===== src/rtl/dump_pkg.sv =====
// Shared types for the architectural-state dump engine.
// Contents: beat source encodings, FSM state enum, beat payload struct.
// Beat data is carried at BEAT_DATA_W bits; narrower DATA_W values are zero-extended.
package dump_pkg;

  localparam int unsigned SEL_W       = 2;
  localparam int unsigned IDX_W       = 6;
  localparam int unsigned BEAT_DATA_W = 64;

  typedef logic [SEL_W-1:0] sel_t;

  localparam sel_t SEL_REG  = 2'd0;
  localparam sel_t SEL_MEM  = 2'd1;
  localparam sel_t SEL_CSUM = 2'd2;

  typedef enum logic [2:0] {
    IDLE  = 3'd0,
    REG   = 3'd1,
    MEM   = 3'd2,
    DRAIN = 3'd3,
    DONE  = 3'd4
  } state_t;

  typedef struct packed {
    sel_t                   sel;
    logic [IDX_W-1:0]       idx;
    logic [BEAT_DATA_W-1:0] data;
    logic                   last;
  } beat_t;

endpackage


===== src/rtl/dump_skid_buf.sv =====
// Two-entry FIFO of beats. Entry 0 is always the head, so the head fields
// come straight from flops.
// Ports: clk, rst_n; push/push_beat (write), pop (head consumed);
//        head/head_valid (oldest entry), occ_c (entries held, 0..2).
module dump_skid_buf
  import dump_pkg::*;
(
  input  logic       clk,
  input  logic       rst_n,
  input  logic       push,
  input  beat_t      push_beat,
  input  logic       pop,
  output beat_t      head,
  output logic       head_valid,
  output logic [1:0] occ_c
);

  beat_t ent0;
  beat_t ent1;
  logic  v0;
  logic  v1;
  logic  pop_eff;

  assign pop_eff    = pop & v0;
  assign head       = ent0;
  assign head_valid = v0;
  // v1 implies v0, so two bits encode 0/1/2 directly
  assign occ_c      = {v1, v0 & ~v1};

  // Shift-style update: entry 1 moves to the head on pop.
  always_ff @(posedge clk or negedge rst_n) begin
    if (!rst_n) begin
      ent0 <= '0;
      ent1 <= '0;
      v0   <= 1'b0;
      v1   <= 1'b0;
    end else if (pop_eff) begin
      if (v1) begin
        ent0 <= ent1;
        v0   <= 1'b1;
        if (push) begin
          ent1 <= push_beat;
          v1   <= 1'b1;
        end else begin
          v1   <= 1'b0;
        end
      end else if (push) begin
        ent0 <= push_beat;
        v0   <= 1'b1;
      end else begin
        v0   <= 1'b0;
      end
    end else if (push) begin
      if (!v0) begin
        ent0 <= push_beat;
        v0   <= 1'b1;
      end else begin
        ent1 <= push_beat;
        v1   <= 1'b1;
      end
    end
  end

endmodule


===== src/rtl/state_dump_reader.sv =====
// Dumps NUM_REGS register-file entries then NUM_MEM data-memory words as
// tagged beats on a valid/ready stream.
// Optional feature macro: DUMP_CHECKSUM_EN appends an XOR checksum beat.
// Ports: clk, rst_n, start (pulse, sampled in IDLE), busy, done (pulse);
//        rf_raddr/rf_rdata and dm_re/dm_raddr/dm_rdata (read data is sampled
//        on the edge after the address is presented);
//        out_valid/out_ready/out_sel/out_idx/out_data/out_last (beat stream).
module state_dump_reader
  import dump_pkg::*;
#(
  parameter int unsigned NUM_REGS = 32,
  parameter int unsigned NUM_MEM  = 32,
  parameter int unsigned DATA_W   = 64
) (
  input  logic                       clk,
  input  logic                       rst_n,
  input  logic                       start,
  output logic                       busy,
  output logic                       done,
  output logic [4:0]                 rf_raddr,
  input  logic [DATA_W-1:0]          rf_rdata,
  output logic                       dm_re,
  output logic [$clog2(NUM_MEM)-1:0] dm_raddr,
  input  logic [DATA_W-1:0]          dm_rdata,
  output logic                       out_valid,
  input  logic                       out_ready,
  output logic [1:0]                 out_sel,
  output logic [5:0]                 out_idx,
  output logic [DATA_W-1:0]          out_data,
  output logic                       out_last
);

  localparam int unsigned MEM_AW = $clog2(NUM_MEM);
  localparam logic [IDX_W-1:0] LAST_REG = IDX_W'(NUM_REGS - 1);
  localparam logic [IDX_W-1:0] LAST_MEM = IDX_W'(NUM_MEM - 1);

  state_t            state, next_state;
  logic [IDX_W-1:0]  issue_idx, idx_d;
  logic              issue;
  sel_t              issue_sel;
  logic              issue_last;

  logic              inflight;
  sel_t              infl_sel;
  logic [IDX_W-1:0]  infl_idx;
  logic              infl_last;

  logic              busy_d, done_d;
  logic [4:0]        rf_raddr_d;
  logic              dm_re_d;
  logic [MEM_AW-1:0] dm_raddr_d;

  beat_t             push_beat;
  beat_t             head;
  logic              head_valid;
  logic [1:0]        occ;
  logic              pop;
  logic              slot_ok;

`ifdef DUMP_CHECKSUM_EN
  logic [BEAT_DATA_W-1:0] csum;
  logic                   csum_sent, csum_sent_d;
`endif

  assign pop = head_valid & out_ready;
  // occ + inflight - pop < 2, rearranged to avoid unsigned underflow
  assign slot_ok = (3'(occ) + 3'(inflight)) < (3'd2 + 3'(pop));

  assign out_valid = head_valid;
  assign out_sel   = head.sel;
  assign out_idx   = head.idx;
  assign out_data  = DATA_W'(head.data);
  assign out_last  = head.last;

  // Next-state, issue decision and registered-output next values.
  always_comb begin
    next_state = state;
    idx_d      = issue_idx;
    issue      = 1'b0;
    issue_sel  = SEL_REG;
    issue_last = 1'b0;
`ifdef DUMP_CHECKSUM_EN
    csum_sent_d = csum_sent;
`endif
    unique case (state)
      IDLE: begin
        if (start) begin
          next_state = REG;
          idx_d      = '0;
`ifdef DUMP_CHECKSUM_EN
          csum_sent_d = 1'b0;
`endif
        end
      end
      REG: begin
        if (slot_ok) begin
          issue     = 1'b1;
          issue_sel = SEL_REG;
          if (issue_idx == LAST_REG) begin
            next_state = MEM;
            idx_d      = '0;
          end else begin
            idx_d = issue_idx + IDX_W'(1);
          end
        end
      end
      MEM: begin
        if (slot_ok) begin
          issue     = 1'b1;
          issue_sel = SEL_MEM;
          if (issue_idx == LAST_MEM) begin
            next_state = DRAIN;
            idx_d      = '0;
`ifndef DUMP_CHECKSUM_EN
            issue_last = 1'b1;
`endif
          end else begin
            idx_d = issue_idx + IDX_W'(1);
          end
        end
      end
      DRAIN: begin
`ifdef DUMP_CHECKSUM_EN
        // checksum beat rides the pipeline as a pseudo-read
        if (!csum_sent && slot_ok) begin
          issue       = 1'b1;
          issue_sel   = SEL_CSUM;
          issue_last  = 1'b1;
          csum_sent_d = 1'b1;
        end
`endif
        // last beat handshaking implies nothing remains in flight or buffered
        if (pop && head.last) next_state = DONE;
      end
      DONE: next_state = IDLE;
      default: next_state = IDLE;
    endcase

    busy_d = ((state == REG) || (state == MEM) || (state == DRAIN)) &&
             (next_state != DONE);
    done_d = (next_state == DONE);

    rf_raddr_d = rf_raddr;
    dm_raddr_d = dm_raddr;
    dm_re_d    = 1'b0;
    if (issue && (state == REG)) rf_raddr_d = 5'(issue_idx);
    if (issue && (state == MEM)) begin
      dm_re_d    = 1'b1;
      dm_raddr_d = MEM_AW'(issue_idx);
    end
  end

  // Landing read: tag with the issue-time sel/idx/last.
  always_comb begin
    push_beat      = '0;
    push_beat.sel  = infl_sel;
    push_beat.idx  = infl_idx;
    push_beat.last = infl_last;
    case (infl_sel)
      SEL_MEM:  push_beat.data = BEAT_DATA_W'(dm_rdata);
`ifdef DUMP_CHECKSUM_EN
      SEL_CSUM: push_beat.data = csum;
`endif
      default:  push_beat.data = BEAT_DATA_W'(rf_rdata);
    endcase
  end

  // State, issue pipeline and registered outputs.
  always_ff @(posedge clk or negedge rst_n) begin
    if (!rst_n) begin
      state     <= IDLE;
      issue_idx <= '0;
      inflight  <= 1'b0;
      infl_sel  <= SEL_REG;
      infl_idx  <= '0;
      infl_last <= 1'b0;
      busy      <= 1'b0;
      done      <= 1'b0;
      rf_raddr  <= '0;
      dm_re     <= 1'b0;
      dm_raddr  <= '0;
    end else begin
      state     <= next_state;
      issue_idx <= idx_d;
      inflight  <= issue;
      if (issue) begin
        infl_sel  <= issue_sel;
        infl_idx  <= issue_idx;
        infl_last <= issue_last;
      end
      busy     <= busy_d;
      done     <= done_d;
      rf_raddr <= rf_raddr_d;
      dm_re    <= dm_re_d;
      dm_raddr <= dm_raddr_d;
    end
  end

`ifdef DUMP_CHECKSUM_EN
  // Running XOR over every data beat entering the buffer.
  always_ff @(posedge clk or negedge rst_n) begin
    if (!rst_n) begin
      csum      <= '0;
      csum_sent <= 1'b0;
    end else begin
      csum_sent <= csum_sent_d;
      if ((state == IDLE) && start) csum <= '0;
      else if (inflight && (infl_sel != SEL_CSUM)) csum <= csum ^ push_beat.data;
    end
  end
`endif

  dump_skid_buf u_buf (
    .clk        (clk),
    .rst_n      (rst_n),
    .push       (inflight),
    .push_beat  (push_beat),
    .pop        (pop),
    .head       (head),
    .head_valid (head_valid),
    .occ_c      (occ)
  );

endmodule


===== config.mk =====
export PLATFORM = sky130hd
export DESIGN_NAME = state_dump_reader
export DESIGN_NICKNAME = d
export VERILOG_FILES = /design/src/rtl/dump_pkg.sv /design/src/rtl/dump_skid_buf.sv /design/src/rtl/state_dump_reader.sv
export SDC_FILE = /design/constraint.sdc
export NUM_CORES = 1
export LEC_CHECK = 0
export CORE_MARGIN = 2
export CORE_UTILIZATION = 35
export CTS_BUF_LIST = sky130_fd_sc_hd__clkbuf_8
export DETAILED_ROUTE_END_ITERATION = 10
export PLACE_DENSITY = 0.69
export SYNTH_ARGS = -nofsm -noshare
export SYNTH_HDL_FRONTEND = slang
export SYNTH_SLANG_ARGS = --single-unit

===== constraint.sdc =====
create_clock -name clk -period 6.9 [get_ports clk]
set_input_delay 1.38 -clock clk [delete_from_list [all_inputs] [get_ports clk]]
set_output_delay 1.38 -clock clk [all_outputs]
set_load 0.01 [all_outputs]

==> results.json, run 1 <==
{
  "synthesis.nets": 957,
  "min-delay-start": "u_buf.ent1[44]",
  "start_util_pct": 35.93,
  "arrival_ps": 3690,
  "grt_max_degree": 137,
  "status": "finished, final reports clean",
  "chipWidth_um": 154.1,
  "synthCells": 822,
  "cts_setup_buffers": 0,
  "cap_viol_max_count": 0,
  "synth_area_per_cell_um2": 9.599,
  "via_per_inst": 4.756,
  "worstMarginPinSlew_ps": 1218,
  "pre_cts_ws_ps": 3073,
  "critPathMaxStageDelay_ps": 930,
  "leakagePower_nw": 4.501,
  "place_congestion": 0.7613,
  "crit_path_end_kind": "flop",
  "design_area_um2": 10680,
  "rows": 54,
  "critPathSlowestCell": "buf_4",
  "ys_async_sr_fraction_pct": 100.0,
  "antenna_found_initial": 0,
  "dr.pass1.iters": 4,
  "yosys_warnings": 0,
  "ioPinCount": 219,
  "setup_viol": 0,
  "cts_buffer_depth": 2,
  "hpwl_um": 12670,
  "clockRootBuffer": "clkbuf_8",
  "startpoint": "out_ready",
  "portBuffers": 217,
  "htree_num_levels": 4,
  "cp_cell_sequence": "clkdlybuf4s50_1, inv_1, o211ai_4, buf_4, mux2_2",
  "grt_pass1_wl_um": 30930,
  "seq_area_frac_synth_pct": 56.14,
  "crit_buf_inv": 3,
  "clock_latency_ps": 450,
  "antenna_cells": 0,
  "powerDensity_nw_per_um2": 420.6,
  "hold_path.class": "flop to flop",
  "drt-initial-drc-count": 312,
  "ys_dominant_reg_cell": "dfrtp_1",
  "final_util_pct": 48.62,
  "placed_area_um2": 10230,
  "fill_cells": 2008,
  "critPathTopFamily": "buffers and inverters",
  "rsz0062_at_grt": "no",
  "synth_top_area_share_pct": 56.14,
  "overflow": 0,
  "fin_crit_sh_pct": 48.87,
  "core_um2": 21960,
  "ctsHoldBuffers": 0,
  "ys_ff_latch": 177,
  "fin_crit_ps": 3372,
  "hold_ws_ps": 479.7,
  "drt-wirelength-per-cell_um": 14.30,
  "wl_um": 18550,
  "rr_startpoint": "u_buf.head_valid",
  "cts_buffers": 17,
  "start_kind": "input port",
  "die_area_um2": 23760,
  "synth_edf_count": 0,
  "grt_pass1_vias": 5937,
  "synthTopCellsByArea": "dfrtp_1 (56%), o21ai_0 (12%), nand2_1 (11%), mux2i_1 (8.4%), mux2_2 (2.6%)",
  "route.vias.total": 6168,
  "cp_max_fo": 136,
  "num-nets-final": 1140,
  "ys_types": 41,
  "areaGrowthSynthToFinish_pct": 35.32,
  "ir_drop_mv": 0.2990,
  "cts-resized-gates": 0,
  "final.setup.worst_slack_ps": 3528,
  "yosys.area.top_type": "dfrtp_1",
  "fmax_mhz": 296.5,
  "clkTransAtPathRegs_ps": 90,
  "drc": 0,
  "finClkSkew_ps": 19.59,
  "cts_sinks": 177,
  "relSlewSlack_pct": 18.82,
  "finalSetupTns_ps": 0,
  "gr-usage-all-layers_pct": 16.14,
  "critPathKind": "input port to flop",
  "syn_area_um2": 7890,
  "ant_nets": 0,
  "drv_slew": 0,
  "hold_viol": 0,
  "drive_above_1_share_pct": 6.391,
  "critPathRequiredTime_ps": 7220,
  "die_h_um": 154.1,
  "cts_tree": "yes"
}
==> placed cells by master, fill, tap and decap left out, types with 3 or more instances in the layout <==
| cell | Yosys | layout |
|---|---|---|
| o21ai_0 | 197 | 197 |
| nor2_1 | 22 | 22 |
| nand3_1 | 6 | 5 |
| ha_1 | 3 | 3 |
| o31ai_1 | 3 | 3 |
| buf_4 | 2 | 5 |
| bufinv_16 | 0 | 4 |
| nand2_1 | 222 | 222 |
| clkbuf_8 | 0 | 19 |
| inv_1 | 5 | 5 |
| o22ai_1 | 8 | 8 |
| inv_6 | 0 | 5 |
| dfrtp_1 | 177 | 176 |
| nor2b_1 | 3 | 3 |
| mux2i_1 | 66 | 66 |
| and3_1 | 3 | 3 |
| a21oi_1 | 3 | 3 |
| mux2_2 | 18 | 18 |
| clkdlybuf4s50_1 | 0 | 216 |
==> sequential cells by signal, summed over array words and instances (netlist names) <==
register and flops:
u_buf.v1 1, inflight 1, done 1, state 3
infl_sel 1, rf_raddr 5, busy 1, dm_raddr 5
u_buf.head_valid 1, u_buf.ent1 72, infl_idx 6, issue_idx 6
dm_re 1, infl_last 1, u_buf.head 72
==> metal layers <==
metal / routed length, um / vias up / global-route usage [%] / share of wire (%)
li1: - / 3168 / - / -
met2: 9053 / 117 / 27.27 / 49
met5: 0 / - / 0 / 0
met4: 255 / 0 / 4.361 / 1.4
met3: 811 / 13 / 3.579 / 4.4
met1: 8425 / 2870 / 20.99 / 45
==> worst paths after layout <==
check | slack, ps | cells after the start | endpoint
worst max-delay path | 3530 | 5 | u_buf.ent1[68]
worst min-delay path | 480 | 2 | u_buf.ent1[44]
worst max register to register | 4360 | 7 | dm_raddr[3]
worst min register to register | 480 | 2 | u_buf.ent1[44]
max in group asynchronous | 4350 | 2 | infl_sel[0]
min in group asynchronous | 1000 | 1 | u_buf.head[15]
==> area by class of cell <==
type                       count  area [um2]  share of cell area, %
timing repair buffer         222        2213                  20.73
inverter                       6       22.52                 0.2109
clock inverter                13       196.4                  1.840
clock buffer                  18       247.7                  2.320
tap                          280       350.3                  3.281
sequential                   177        4433                  41.52
multi-input combinational    581        3213                  30.09
==> cells by family after synthesis <==
logic type                 Yosys count  share of synthesized area, %
and+or+nand+nor                    266                         13.51
AOI/OAI and AO/OA                  225                         15.22
DFF                                177                         56.14
muxes                               84                         10.94
buffers and inverters               64                         3.441
adders and majority gates            3                        0.4758
xor gates and xnor gates             2                        0.2221
other                                1                       0.04753
==> cells in the mapped netlist (all sizes together) (2+ instances only) <==
master	count
a21oi	3
and3	3
buf	23
clkbuf	35
dfrtp	177
ha	3
inv	5
mux2	18
mux2i	66
nand2	222
nand3	6
nand3b	3
nor2	23
nor2b	3
o211ai	2
o21ai	198
o22ai	8
o2bb2ai	2
o31ai	3
or2	3
xnor2	2
==> power by group <==
| group | switching, mW | internal [mW] | total [mW] |
|---|---|---|---|
| registers | 0.266 | 1.52 | 1.79 |
| clock network | 0.389 | 0.411 | 0.801 |
| logic | 1.03 | 0.874 | 1.90 |
| total | 1.68 | 2.81 | 4.49 |
==> worst reg2reg max path, cell delays in order, from the launching register on <==
cell	delay, ps
dfrtp_1	580
inv_1	150
nor2_1	120
ha_1	230
nand3b_2	240
a211o_1	410
nor2_2	330
mux2_2	380
==> per-stage QoR <==
step | total power [mW] | std cells
finish | 4.491 | 1297
floorplan | 2.900 | 822
global route | 4.885 | 1297
global placement | 3.679 | 1266
detailed placement | 3.750 | 1266
CTS | 4.558 | 1297
No activity file was read; power rests on OpenSTA's default activity.
==> run 2, diff against run 1 <==
- PLACE_DENSITY: 0.69 -> 0.72
- clock period: 6.9 -> 2.8 ns (I/O delays scaled with it)
==> results.json, run 2 (synthesis results as in run 1) <==
{
  "hpwl_um": 13150,
  "grt_pass1_vias": 6089,
  "die_area_um2": 23760,
  "htree_num_levels": 4,
  "worstMarginPinSlew_ps": 597.1,
  "hold_viol": 0,
  "portBuffers": 217,
  "final_util_pct": 49.10,
  "rsz0062_at_grt": "no",
  "drive_above_1_share_pct": 7.122,
  "gr-usage-all-layers_pct": 16.42,
  "route.vias.total": 6256,
  "clock_latency_ps": 450,
  "ant_nets": 0,
  "ioPinCount": 219,
  "switching_share_pct": 38.74,
  "relSlewSlack_pct": 59.92,
  "areaGrowthSynthToFinish_pct": 36.65,
  "powerDensity_nw_per_um2": 1023,
  "final_cell_mix": "nand2_1 (222), clkdlybuf4s50_1 (216), o21ai_0 (197)",
  "fin_crit_sh_pct": 87.51,
  "cts_sinks": 177,
  "p_int_mw": 6.759,
  "design_area_um2": 10780,
  "final_common_cell": "nand2_1",
  "placed_area_um2": 10380,
  "chipWidth_um": 154.1,
  "clockRootBuffer": "clkbuf_8",
  "drv_slew": 0,
  "cp_max_fo": 8,
  "grt_pass1_wl_um": 31420,
  "wl_um": 19040,
  "p_comb_share_pct": 43.9,
  "rows": 54,
  "critPathRequiredTime_ps": 3140,
  "via_per_inst": 4.794,
  "finalSetupTns_ps": 0,
  "crit_path_end_kind": "flop",
  "fin_cells": 1305,
  "drt-wirelength-per-cell_um": 14.59,
  "num-nets-final": 1147,
  "fin_crit_ps": 2450,
  "cap_viol_max_count": 0,
  "leakagePower_nw": 4.546,
  "arrival_ps": 2790,
  "drc": 0,
  "cts_buffers": 17,
  "ir_drop_mv": 0.6375,
  "setup_viol": 0,
  "clkTransAtPathRegs_ps": 100,
  "dr.pass1.iters": 4,
  "status": "finished, final reports clean",
  "critPathKind": "flop to flop",
  "place_inst": 1273,
  "drt-initial-drc-count": 353,
  "antenna_cells": 0,
  "core_um2": 21960,
  "cts-resized-gates": 0,
  "fmax_mhz": 408.1,
  "p_clk_share_pct": 16.1,
  "hold_path.class": "input port to async pin",
  "start_util_pct": 35.93,
  "p_sw_mw": 4.275,
  "fill_cells": 1988,
  "seq_power_share_pct": 40.1,
  "finClkSkew_ps": 15.29,
  "cts_buffer_depth": 2,
  "place_congestion": 0.8090,
  "ctsHoldBuffers": 0,
  "cts_tree": "yes",
  "overflow": 0,
  "start_kind": "flop",
  "antenna_found_initial": 0,
  "cts_setup_buffers": 0,
  "die_h_um": 154.1,
  "grt_max_degree": 131
}
-- run 2: metal layers --
metal / vias up / wire (um) / part of all wire (%) / GRT usage [%]
met5: - / 0 / 0 / 0
met4: 0 / 287 / 1.5 / 3.783
met3: 15 / 854 / 4.5 / 3.777
met2: 143 / 9422 / 49 / 27.76
met1: 2917 / 8474 / 45 / 21.51
li1: 3181 / - / - / -
-- run 2: final cells by class --
type | instances | area, um2 | area share [%]
multi-input combinational | 581 | 3213 | 29.80
sequential | 177 | 4433 | 41.12
tap | 280 | 350.3 | 3.249
clock inverter | 15 | 165.2 | 1.532
timing repair buffer | 229 | 2364 | 21.92
inverter | 6 | 22.52 | 0.2089
clock buffer | 17 | 234.0 | 2.170
-- run 2: worst paths after layout --
kind / depth (start not counted) / end / start / slack [ps]
hold / removal: 1 / u_buf.head[15] / rst_n / 50
setup / recovery: 7 / dm_raddr[3] / u_buf.head_valid / 350
setup reg to reg: 7 / dm_raddr[3] / u_buf.head_valid / 350
hold reg to reg: 2 / u_buf.ent1[7] / u_buf.ent1[7] / 480
min in group clk: 2 / u_buf.ent1[7] / u_buf.ent1[7] / 480
max in group asynchronous: 2 / u_buf.ent1[69] / rst_n / 2010
-- run 2: per-stage QoR --
step | hold slack [ps] | total power, mW | setup WS (ps)
2_1_floorplan | 264.4 | 7.145 | 547.2
3_3_place_gp | 456.1 | 9.177 | 314.2
3_5_place_dp | 465.0 | 9.377 | 251.6
4_1_cts | 43.42 | 11.18 | 347.0
5_1_grt | 49.32 | 11.99 | 143.4
6_report | 45.39 | 11.03 | 349.7
-- run 2: worst max-delay path: stages (launching register included) --
cell and delay, ps:
dfrtp_1 560, inv_1 140, nor2_1 110, ha_1 230, nand3b_2 250, a211o_1 400
nor2_2 290, mux2_2 380
-- run 2: power by group through the flow --
stage | Combinational (mW) | Sequential (mW) | Clock [mW]
2_1_floorplan | 2.57 | 4.58 | 0
3_3_place_gp | 4.75 | 4.43 | 0
3_5_place_dp | 4.90 | 4.48 | 0
4_1_cts | 4.91 | 4.43 | 1.83
5_1_grt | 5.46 | 4.60 | 1.94
6_report | 4.84 | 4.42 | 1.77
